--- config.mk ---
export PLATFORM = sky130hd
export DESIGN_NAME = esm_issue_buffer_flat
export DESIGN_NICKNAME = d
export VERILOG_FILES = /design/src/rtl/esm_issue_buffer_pkg.sv /design/src/rtl/esm_issue_buffer_if.sv /design/src/rtl/esm_issue_buffer_rr_arbiter.sv /design/src/rtl/esm_issue_buffer.sv /design/src/flat_wrapper.sv
export SDC_FILE = /design/constraint.sdc
export NUM_CORES = 1
export LEC_CHECK = 0
export BUFFER_PORTS_ARGS = -buffer_cell sky130_fd_sc_hd__buf_2
export CAP_MARGIN = 20
export CORE_ASPECT_RATIO = 0.5
export CORE_MARGIN = 2
export CORE_UTILIZATION = 40
export CTS_CLUSTER_SIZE = 20
export DETAILED_ROUTE_END_ITERATION = 7
export GPL_ROUTABILITY_DRIVEN = 0
export PLACE_DENSITY = 0.67
export SETUP_SLACK_MARGIN = 0.1
export SLEW_MARGIN = 20
export SYNTH_ARGS = -nofsm -noshare
export SYNTH_HDL_FRONTEND = slang
export SYNTH_SLANG_ARGS = --single-unit
--- constraint.sdc ---
create_clock -name clk -period 11.48 [get_ports clk]
set_clock_uncertainty 0.05 [all_clocks]
set_input_delay 1.722 -clock clk [delete_from_list [all_inputs] [get_ports clk]]
set_output_delay 1.722 -clock clk [all_outputs]
set_load 0.03 [all_outputs]
--- src/rtl/esm_issue_buffer_pkg.sv ---
// Shared sizing defaults and types for the issue buffer slice.
package esm_pkg;

  localparam int ESM_IW          = 32;
  localparam int ESM_BS          = 16;
  localparam int ESM_ISSUE_DELAY = 2;

  localparam int BS_BITS = $clog2(ESM_BS);

  typedef logic [BS_BITS-1:0] slot_idx_t;
  typedef logic [ESM_IW-1:0]  instr_word_t;

  // A zero delay still needs a one-bit counter to keep the vectors legal.
  function automatic int age_width(input int delay);
    return (delay > 0) ? $clog2(delay + 1) : 1;
  endfunction

  localparam int AGE_W = age_width(ESM_ISSUE_DELAY);

endpackage

--- src/rtl/esm_issue_buffer_if.sv ---
// Fetch, IDA and execute-side signals of the issue buffer; slave = buffer side.
interface esm_issue_buffer_if
  import esm_pkg::*;
#(
  parameter int bs = ESM_BS,
  parameter int iw = ESM_IW
);
  localparam int BW = $clog2(bs);

  logic          in_valid;
  logic          in_ready;
  logic [iw-1:0] Instr_in;
  logic          alloc_fire;
  logic [BW-1:0] buffer_index;
  logic [0:bs-1] valid_entries;
  logic [0:bs-1] independent_instr;
  logic          issue_valid;
  logic          issue_ready;
  logic [iw-1:0] issue_instr;
  logic [BW-1:0] issue_index;

  modport slave (
    input  in_valid, Instr_in, independent_instr, issue_ready,
    output in_ready, alloc_fire, buffer_index, valid_entries,
           issue_valid, issue_instr, issue_index
  );

  modport master (
    output in_valid, Instr_in, independent_instr, issue_ready,
    input  in_ready, alloc_fire, buffer_index, valid_entries,
           issue_valid, issue_instr, issue_index
  );

endinterface

--- src/rtl/esm_issue_buffer_rr_arbiter.sv ---
// Combinational round-robin picker: first request at or after start, wrapping.
module esm_rr_arbiter
  import esm_pkg::*;
#(
  parameter int bs = ESM_BS
) (
  input  logic [0:bs-1]         request,
  input  logic [$clog2(bs)-1:0] start,
  output logic                  grant_valid,
  output logic [$clog2(bs)-1:0] grant_index
);
  localparam int BW = $clog2(bs);

  logic [0:bs-1] rotated;
  logic [BW-1:0] offset;

  // rotated[k] is the request k positions after start; bs is a power of two so the sum wraps.
  generate
    for (genvar gi = 0; gi < bs; gi++) begin : g_rot
      assign rotated[gi] = request[BW'(start + BW'(gi))];
    end
  endgenerate

  always_comb begin
    offset = '0;
    for (int i = bs - 1; i >= 0; i--) begin
      if (rotated[i]) offset = BW'(i);
    end
  end

  assign grant_valid = |rotated;
  assign grant_index = BW'(start + offset);

endmodule

--- src/rtl/esm_issue_buffer.sv ---
// Instruction holding buffer between fetch, the IDA dependency core and execute.
// Optional perf counters are enabled by defining ESM_ISSUE_PERF_EN.
module esm_issue_buffer
  import esm_pkg::*;
#(
  parameter int Instruction_word_size = ESM_IW,
  parameter int bs                    = ESM_BS,
  parameter int ISSUE_DELAY           = ESM_ISSUE_DELAY
) (
  input  logic clk,
  input  logic rst,
  esm_issue_buffer_if.slave bus
`ifdef ESM_ISSUE_PERF_EN
  ,
  output logic [31:0] perf_issued,
  output logic [31:0] perf_stall,
  output logic [31:0] perf_full
`endif
);
  localparam int BW = $clog2(bs);
  localparam int AW = age_width(ISSUE_DELAY);

  logic                             slot_valid_reg [bs];
  logic [AW-1:0]                    age_reg [bs];
  logic [Instruction_word_size-1:0] mem [bs];

  logic [0:bs-1] valid_vec;
  logic [0:bs-1] free;
  logic [0:bs-1] matured;
  logic [0:bs-1] held;
  logic [0:bs-1] eligible;

  logic [BW-1:0] alloc_index;
  logic          alloc_fire;
  logic [BW-1:0] rr_reg;
  logic [BW-1:0] arb_start;
  logic          grant_valid;
  logic [BW-1:0] grant_index;

  logic                             issue_valid_reg;
  logic [BW-1:0]                    issue_index_reg;
  logic [Instruction_word_size-1:0] issue_instr_reg;
  logic                             issue_fire;
  logic                             issue_load;

  assign free       = ~valid_vec;
  assign alloc_fire = bus.in_valid & (|free);

  // Lowest-numbered free slot; slot 0 is the MSB of the [0:bs-1] vectors.
  always_comb begin
    alloc_index = '0;
    for (int i = bs - 1; i >= 0; i--) begin
      if (free[i]) alloc_index = BW'(i);
    end
  end

  assign issue_fire = issue_valid_reg & bus.issue_ready;
  assign issue_load = ~issue_valid_reg | issue_fire;

  generate
    for (genvar gi = 0; gi < bs; gi++) begin : g_slot
      assign valid_vec[gi] = slot_valid_reg[gi];
      assign matured[gi]   = slot_valid_reg[gi] & (age_reg[gi] == '0);
      assign held[gi]      = issue_valid_reg & (issue_index_reg == BW'(gi));

      // A slot being issued is matured and occupied, so it is never the allocation target.
      always_ff @(posedge clk or negedge rst) begin
        if (!rst) begin
          slot_valid_reg[gi] <= 1'b0;
          age_reg[gi]        <= '0;
        end else if (alloc_fire && (alloc_index == BW'(gi))) begin
          slot_valid_reg[gi] <= 1'b1;
          age_reg[gi]        <= AW'(ISSUE_DELAY);
        end else begin
          if (issue_fire && (issue_index_reg == BW'(gi))) slot_valid_reg[gi] <= 1'b0;
          if (slot_valid_reg[gi] && (age_reg[gi] != '0)) age_reg[gi] <= age_reg[gi] - 1'b1;
        end
      end
    end
  endgenerate

  assign eligible = matured & bus.independent_instr & ~held;

  // On a handshake the next winner is searched from just past the departing slot.
  assign arb_start = issue_fire ? BW'(issue_index_reg + 1'b1) : rr_reg;

  esm_rr_arbiter #(.bs(bs)) u_arb (
    .request     (eligible),
    .start       (arb_start),
    .grant_valid (grant_valid),
    .grant_index (grant_index)
  );

  always_ff @(posedge clk) begin
    if (alloc_fire) mem[alloc_index] <= bus.Instr_in;
  end

  always_ff @(posedge clk or negedge rst) begin
    if (!rst) begin
      issue_valid_reg <= 1'b0;
      issue_index_reg <= '0;
      issue_instr_reg <= '0;
      rr_reg          <= '0;
    end else begin
      if (issue_fire) rr_reg <= BW'(issue_index_reg + 1'b1);
      if (issue_load) begin
        issue_valid_reg <= grant_valid;
        if (grant_valid) begin
          issue_index_reg <= grant_index;
          issue_instr_reg <= mem[grant_index];
        end
      end
    end
  end

  assign bus.in_ready      = |free;
  assign bus.alloc_fire    = alloc_fire;
  assign bus.buffer_index  = alloc_index;
  assign bus.valid_entries = valid_vec;
  assign bus.issue_valid   = issue_valid_reg;
  assign bus.issue_index   = issue_index_reg;
  assign bus.issue_instr   = issue_instr_reg;

`ifdef ESM_ISSUE_PERF_EN
  logic [31:0] issued_reg;
  logic [31:0] stall_reg;
  logic [31:0] full_reg;

  always_ff @(posedge clk or negedge rst) begin
    if (!rst) begin
      issued_reg <= '0;
      stall_reg  <= '0;
      full_reg   <= '0;
    end else begin
      if (issue_fire && (issued_reg != '1)) issued_reg <= issued_reg + 1'b1;
      if (issue_valid_reg && !bus.issue_ready && (stall_reg != '1)) stall_reg <= stall_reg + 1'b1;
      if (bus.in_valid && !(|free) && (full_reg != '1)) full_reg <= full_reg + 1'b1;
    end
  end

  assign perf_issued = issued_reg;
  assign perf_stall  = stall_reg;
  assign perf_full   = full_reg;
`endif

endmodule

--- src/flat_wrapper.sv ---
// flat-port wrapper written by rule: the top's interface ports become plain ports
module esm_issue_buffer_flat import esm_pkg::*;
#(
  parameter int Instruction_word_size = ESM_IW,
  parameter int bs                    = ESM_BS,
  parameter int ISSUE_DELAY           = ESM_ISSUE_DELAY
)
  (clk, rst, bus_in_valid, bus_Instr_in, bus_independent_instr, bus_issue_ready, bus_in_ready, bus_alloc_fire, bus_buffer_index, bus_valid_entries, bus_issue_valid, bus_issue_instr, bus_issue_index);
  esm_issue_buffer_if #(.bs(bs), .iw(32)) bus_i ();
  input  logic clk;
  input  logic rst;
  input wire logic [$bits(bus_i.in_valid)-1:0] bus_in_valid;
  input wire logic [$bits(bus_i.Instr_in)-1:0] bus_Instr_in;
  input wire logic [$bits(bus_i.independent_instr)-1:0] bus_independent_instr;
  input wire logic [$bits(bus_i.issue_ready)-1:0] bus_issue_ready;
  output wire logic [$bits(bus_i.in_ready)-1:0] bus_in_ready;
  output wire logic [$bits(bus_i.alloc_fire)-1:0] bus_alloc_fire;
  output wire logic [$bits(bus_i.buffer_index)-1:0] bus_buffer_index;
  output wire logic [$bits(bus_i.valid_entries)-1:0] bus_valid_entries;
  output wire logic [$bits(bus_i.issue_valid)-1:0] bus_issue_valid;
  output wire logic [$bits(bus_i.issue_instr)-1:0] bus_issue_instr;
  output wire logic [$bits(bus_i.issue_index)-1:0] bus_issue_index;
  assign bus_i.in_valid = bus_in_valid;
  assign bus_i.Instr_in = bus_Instr_in;
  assign bus_i.independent_instr = bus_independent_instr;
  assign bus_i.issue_ready = bus_issue_ready;
  assign bus_in_ready = bus_i.in_ready;
  assign bus_alloc_fire = bus_i.alloc_fire;
  assign bus_buffer_index = bus_i.buffer_index;
  assign bus_valid_entries = bus_i.valid_entries;
  assign bus_issue_valid = bus_i.issue_valid;
  assign bus_issue_instr = bus_i.issue_instr;
  assign bus_issue_index = bus_i.issue_index;
  esm_issue_buffer #(.Instruction_word_size(Instruction_word_size), .bs(bs), .ISSUE_DELAY(ISSUE_DELAY)) u_core (.clk(clk), .rst(rst), .bus(bus_i));
endmodule
==> flow_metrics.py, run 1 <==
metrics = {
    "run_status": {
        "status": "completed",
    },
    "worst_setup_path": {
        "path_cells": "buf_2, and3_1, a21o_1, clkinv_1, ha_1, xnor2_2, mux4_2, nand2_1, o31ai_1, o21ai_0, a21oi_1, o21ai_0, a211oi_1, a211oi_1, ha_4, inv_1, fa_4, buf_4, mux4_2, mux4_2, mux2_2",
        "worst-path-buf-inv": 4,
        "cp_top_family": "adder cells",
        "critPathCaptureType": "flop",
        "slowest_stage": "fa_4",
        "required_ns": 11.90,
        "path_class": "in2reg",
        "r2r_slack_ns": 3.54,
        "worst_setup_path_start_kind": "primary input",
        "worstPathMaxFanout": 58,
        "arrival_ns": 8.76,
        "cp_slowest_stage_delay_ns": 1.40,
        "crit_top_cell": "mux4_2",
    },
    "hold_path": {
        "hold_path_class": "reg2reg",
    },
    "timing": {
        "worstMarginPinSlew_ns": 1.02,
        "min_period_ns": 8.34,
        "timing.fmax_mhz": 120,
        "maxSlewHeadroom": 0.320,
        "rsz0062_at_grt": "false",
        "setup_viol": 0,
        "report.final.slew_viol_count": 0,
        "tns_ns": 0,
        "finalHoldViolCount": 0,
        "finalCritPeriodShare": 0.726,
    },
    "logic_synthesis": {
        "yosysSeqAreaShare": 0.699,
        "netlist_area_sq_um": 25200,
        "synth-seq-cells": 601,
        "synth.avg_cell_area_sq_um": 19.1,
        "synthCells": 1321,
        "syn_nets": 1399,
        "async_flop_share": 0.148,
        "yosys_warnings": 0,
        "synth_ff_type": "edfxtp_1",
        "synth_enable_flop_cells": 512,
        "ys_types": 64,
    },
    "layout": {
        "nets": 1536,
        "fin_cells": 2328,
        "fillers": 5173,
        "layout_common_cells": "edfxtp_1, mux4_2, buf_2",
        "largest_reg_flops": 512,
        "syn_to_final_growth_pct": 12.5,
        "drive_gt1_frac": 0.301,
        "layout_commonest_cell": "edfxtp_1",
    },
    "clock_tree": {
        "cts_made_buffers": 54,
        "cts_tree": "done",
        "clockBufferDepth": 3,
        "hold_buffers": 0,
        "clock_latency_ns": 0.61,
        "cts.sinks": 601,
        "clk_pin_slew_ns": 0.06,
        "post_cts_resize_count": 0,
        "cts_root_buf": "clkbuf_16",
        "post_cts_buffers": 0,
        "htree_levels": 2,
    },
    "die": {
        "coreArea_sq_um": 61700,
        "ios": 111,
        "fp.dieH_microns": 181,
        "rows": 64,
        "initial_utilization": 0.408,
        "die_area_sq_um": 65100,
        "fp.dieW_microns": 359,
    },
    "drt": {
        "topRoutingLayerUsed": "met5",
        "via_count": 13000,
        "ant_nets": 0,
        "vias_per_cell": 5.59,
        "first_iter_violations": 1309,
        "totalWireLength_mm": 56.6,
        "drc": 0,
        "wl_met2_mm": 28.2,
        "wl_met1_mm": 24.2,
        "wl_per_cell_microns": 24.3,
        "wl_met3_mm": 3.20,
        "first_pass_iters": 5,
    },
    "global_route": {
        "antenna_found_initial": 2,
        "track_usage": 0.174,
        "grt-ovfl-total": 0,
        "grt_pass1_wl_mm": 84.4,
        "first_global_vias": 13200,
        "grt_max_degree": 77,
    },
    "place": {
        "place_hpwl_mm": 30.3,
        "dp_cells": 2226,
        "port_buffers": 110,
    },
    "run": {
        "cap_violations": 0,
    },
}
## worst paths after layout
kind | start | to | depth (start not counted)
max | bus_issue_ready | u_core.bus.issue_instr[8]$_DFFE_PN0P_ | 21
min | u_core.age_reg[1]$_DFFE_PN0P_ | u_core.age_reg[1]$_DFFE_PN0P_ | 2
max reg2reg | u_core.bus.issue_valid$_DFFE_PN0P_ | u_core.bus.issue_instr[8]$_DFFE_PN0P_ | 20
min reg2reg | u_core.age_reg[1]$_DFFE_PN0P_ | u_core.age_reg[1]$_DFFE_PN0P_ | 2
max in group asynchronous | rst | u_core.bus.issue_instr[21]$_DFFE_PN0P_ | 2
min in group asynchronous | rst | u_core.bus.issue_instr[5]$_DFFE_PN0P_ | 1
## cells in the mapped netlist, types with 7 or more instances
library cell,instances,area share
edfxtp_1,512,0.61
mux4_2,167,0.15
dfrtp_1,89,0.088
nand2_1,77,0.011
inv_1,59,0.0088
mux2_2,47,0.021
o21ai_0,33,0.0066
nor2_1,30,0.0045
xnor2_1,27,0.0094
ha_1,25,0.012
dlygate4sd1_1,23,0.0080
nand2b_1,20,0.0050
nand3_1,20,0.0040
mux2i_1,19,0.0076
o211ai_1,17,0.0051
a21oi_1,16,0.0032
clkbuf_1,9,0.0013
a211oi_1,8,0.0024
buf_4,8,0.0024
and2_1,7,0.0017
and3_1,7,0.0017
o2111ai_1,7,0.0024
## worst min-delay path: stages (launching register included)
cell and delay [ns]:
dfrtp_1 0.34, nand2_1 0.05, o211ai_1 0.08
## stage by stage
stage | hold slack, ns | instance area (sq um) | setup slack (ns) | utilization
after floorplan | 0.423 | 25200 | 4.33 | -
after global placement | 0.440 | 26600 | 2.70 | 0.432
after detailed placement | 0.448 | 26600 | 2.58 | 0.432
after CTS | 0.463 | 28300 | 3.17 | 0.459
after global routing | 0.474 | 28300 | 2.79 | 0.459
final | 0.458 | 28300 | 3.14 | 0.459
## cell type report
class / instances / area (sq um) / area share
clock inverters: 24 / 185 / 0.00654
repair buffers: 134 / 778 / 0.0275
diodes: 1 / 2.50 / 0.0000884
well taps: 825 / 1030 / 0.0365
multi-input cells: 605 / 7020 / 0.248
flip-flops and latches: 601 / 17600 / 0.622
inverters: 62 / 238 / 0.00840
clock buffers: 76 / 1460 / 0.0517
## cells by family after synthesis
logic type	synth area share
flip-flops	0.699
multiplexers	0.181
AND/OR/NAND/NOR	0.0345
AO/OA/AOI/OAI	0.0351
buffers and inverters	0.0248
XOR/XNOR	0.0120
adder cells (fa/ha/maj)	0.0132
## layer usage
layer | global-route usage | vias to the layer above
met5 | 0 | -
met4 | 0.0417 | 2
met3 | 0.0228 | 74
met2 | 0.290 | 430
met1 | 0.245 | 6941
li1 | - | 5578
Power of run 1 is not shown: default switching activity piles up to over one toggle a cycle in this logic, so the estimate is an artifact.
==> run 2: changes to the inputs <==
--- a/config.mk
+++ b/config.mk
@@ -5,6 +5,7 @@
 export SDC_FILE = /design/constraint.sdc
 export NUM_CORES = 1
 export LEC_CHECK = 0
+export ABC_AREA = 1
 export BUFFER_PORTS_ARGS = -buffer_cell sky130_fd_sc_hd__buf_2
 export CAP_MARGIN = 20
 export CORE_ASPECT_RATIO = 0.5
==> constraint.sdc (replaced) <==
create_clock -name clk -period 8.6 [get_ports clk]
set_clock_uncertainty 0.05 [all_clocks]
set_input_delay 1.29 -clock clk [delete_from_list [all_inputs] [get_ports clk]]
set_output_delay 1.29 -clock clk [all_outputs]
set_load 0.03 [all_outputs]
==> run 2 against run 1 <==
Effect of this change: critical path depth rose by 12; cell count rose by 40%; non-clock buffer count fell by 3; via count rose by 36%; hold slack got worse by 0.025 ns.
==> flow_metrics.py, run 2 <==
metrics = {
    "die": {
        "coreArea_sq_um": 65200,
        "fp.dieW_microns": 367,
        "die_area_sq_um": 68200,
        "fp.dieH_microns": 186,
        "initial_utilization": 0.405,
        "rows": 66,
        "ios": 111,
    },
    "drt": {
        "totalWireLength_mm": 65.5,
        "via_count": 17700,
        "first_iter_violations": 1719,
        "wl_per_cell_microns": 20.0,
        "vias_per_cell": 5.42,
        "drc": 0,
        "ant_nets": 0,
        "first_pass_iters": 5,
    },
    "global_route": {
        "grt-busiest-layer": "met2",
        "use_met1": 0.252,
        "grt-ovfl-total": 0,
        "first_global_vias": 16700,
        "gr-usage-met3": 0.0277,
        "track_usage": 0.189,
        "grt_max_degree": 223,
        "grt_pass1_wl_mm": 99.2,
        "antenna_found_initial": 5,
        "grtUsageMet2": 0.320,
    },
    "timing": {
        "maxSlewHeadroom": 0.242,
        "report.final.slew_viol_count": 0,
        "timing.fmax_mhz": 156,
        "finalCritPeriodShare": 0.744,
        "min_period_ns": 6.40,
        "rsz0062_at_grt": "false",
        "finalHoldViolCount": 0,
        "tns_ns": 0,
        "setup_viol": 0,
        "worstMarginPinSlew_ns": 1.14,
    },
    "logic_synthesis": {
        "yosys_warnings": 0,
        "synth-seq-cells": 601,
        "syn_nets": 2358,
        "yosysSeqAreaShare": 0.667,
        "async_flop_share": 0.148,
        "synth.avg_cell_area_sq_um": 11.6,
        "netlist_area_sq_um": 26400,
        "synth_area_leader_cell": "edfxtp_1",
        "synth_ff_type": "edfxtp_1",
        "yosysMostFrequentCell": "nand2_1",
        "synth_enable_flop_cells": 512,
        "synth_top_area_frac": 0.582,
        "ys_types": 53,
        "synthCells": 2280,
        "yosys-top-cells-area": "edfxtp_1, dfrtp_1, nand2_1",
        "synth.top_cells.by_count": "nand2_1, edfxtp_1, nor2_1, nand3_1, inv_1",
    },
    "layout": {
        "layout_common_cells": "nand2_1, edfxtp_1, nand3_1",
        "nets": 2417,
        "fillers": 5853,
        "syn_to_final_growth_pct": 11.7,
        "largest_reg_flops": 512,
        "drive_gt1_frac": 0.138,
        "layout_commonest_cell": "nand2_1",
    },
    "worst_setup_path": {
        "worstPathMaxFanout": 136,
        "cp_top_family": "simple AND/OR/NAND/NOR gates",
        "cp_slowest_stage_delay_ns": 1.18,
        "worst_setup_path_start_kind": "flop",
        "crit_top_cell": "nand2_1",
        "reg2regPathDepth": 33,
        "required_ns": 9.08,
        "critPathCaptureType": "flop",
        "slowest_stage": "fa_4",
        "r2r_slack_ns": 2.20,
        "arrival_ns": 6.88,
        "path_class": "reg2reg",
        "r2r_start": "u_core.bus.issue_valid$_DFFE_PN0P_",
        "worst-path-buf-inv": 3,
        "r2r_end": "u_core.bus.issue_instr[8]$_DFFE_PN0P_",
    },
    "clock_tree": {
        "clock_latency_ns": 0.63,
        "clockBufferDepth": 3,
        "post_cts_resize_count": 0,
        "cts_made_buffers": 54,
        "cts_root_buf": "clkbuf_16",
        "clk_pin_slew_ns": 0.07,
        "htree_levels": 2,
        "cts.sinks": 601,
        "hold_buffers": 0,
        "post_cts_buffers": 0,
        "cts_tree": "done",
    },
    "place": {
        "port_buffers": 110,
        "place_hpwl_mm": 34.0,
    },
    "run": {
        "cap_violations": 0,
    },
    "hold_path": {
        "hold_path_end": "u_core.bus.issue_instr[12]$_DFFE_PN0P_",
        "hold_path_class": "reg2reg",
        "min_path_cells": 2,
        "min_from": "u_core.bus.issue_instr[12]$_DFFE_PN0P_",
    },
    "run_status": {
        "status": "completed",
    },
}
run 2: changes by cell type after synthesis, moves of 23 or more:
| cell | change |
|---|---|
| a32oi_1 | +94 |
| mux2_2 | -47 |
| dlygate4sd1_1 | -23 |
| o21ai_0 | +55 |
| nand2_1 | +509 |
| o221ai_1 | +31 |
| a21oi_1 | +87 |
| nand3_1 | +123 |
| o21ai_2 | +34 |
| mux4_2 | -167 |
| clkbuf_1 | +83 |
| nor2_1 | +120 |
| inv_1 | +61 |
| xnor2_1 | -26 |
run 2: cells by family after synthesis:
kind of cell             synth area share
AND/OR/NAND/NOR                     0.156
flip-flops                          0.667
AO/OA/AOI/OAI                       0.100
buffers and inverters              0.0438
multiplexers                       0.0121
adder cells (fa/ha/maj)            0.0126
XOR/XNOR                          0.00834
run 2: metrics by stage:
step / setup slack (ns) / hold WS (ns) / instances / utilization / instance area (sq um)
final: 2.20 / 0.432 / 3268 / 0.453 / 29500
after global routing: 1.59 / 0.464 / 3267 / 0.453 / 29500
after CTS: 2.30 / 0.430 / 3264 / 0.452 / 29500
after detailed placement: 1.79 / 0.414 / 3166 / 0.426 / 27800
after global placement: 1.94 / 0.407 / 3166 / 0.426 / 27800
after floorplan: 3.39 / 0.430 / 2280 / - / 26400
run 2: worst register-to-register path, delay by kind of cell, from the launching register on:
family / cells / cell delay (ns)
flip-flops: 1 / 0.80
AO/OA/AOI/OAI: 4 / 0.82
AND/OR/NAND/NOR: 23 / 2.13
adder cells (fa/ha/maj): 3 / 1.79
buffers and inverters: 3 / 0.74
run 2: worst max-delay path by stage:
stage,start,to,cells after the start
2_1_floorplan,bus_issue_ready,u_core.bus.issue_instr[10]$_DFFE_PN0P_,34
3_3_place_gp,bus_issue_ready,u_core.bus.issue_instr[7]$_DFFE_PN0P_,33
3_5_place_dp,bus_issue_ready,u_core.bus.issue_instr[21]$_DFFE_PN0P_,34
4_1_cts,u_core.bus.issue_valid$_DFFE_PN0P_,u_core.bus.issue_instr[21]$_DFFE_PN0P_,32
5_1_grt,u_core.bus.issue_valid$_DFFE_PN0P_,u_core.bus.issue_instr[23]$_DFFE_PN0P_,33
6_report,u_core.bus.issue_valid$_DFFE_PN0P_,u_core.bus.issue_instr[8]$_DFFE_PN0P_,33
run 2: area by class of cell:
type,instances,area [sq um],area share
diodes,3,7.51,0.000255
clock buffers,78,1510,0.0512
clock inverters,20,199,0.00675
inverters,134,517,0.0175
multi-input cells,1417,7760,0.263
flip-flops and latches,601,17600,0.597
well taps,884,1110,0.0375
repair buffers,131,786,0.0266
run 2: per-layer routing:
layer | wire length (microns) | vias up
li1 | - | 8232
met3 | 4260 | 121
met5 | 20 | -
met1 | 28300 | 8775
met4 | 1520 | 4
met2 | 31400 | 587
Power of run 2 is left out for the same reason.
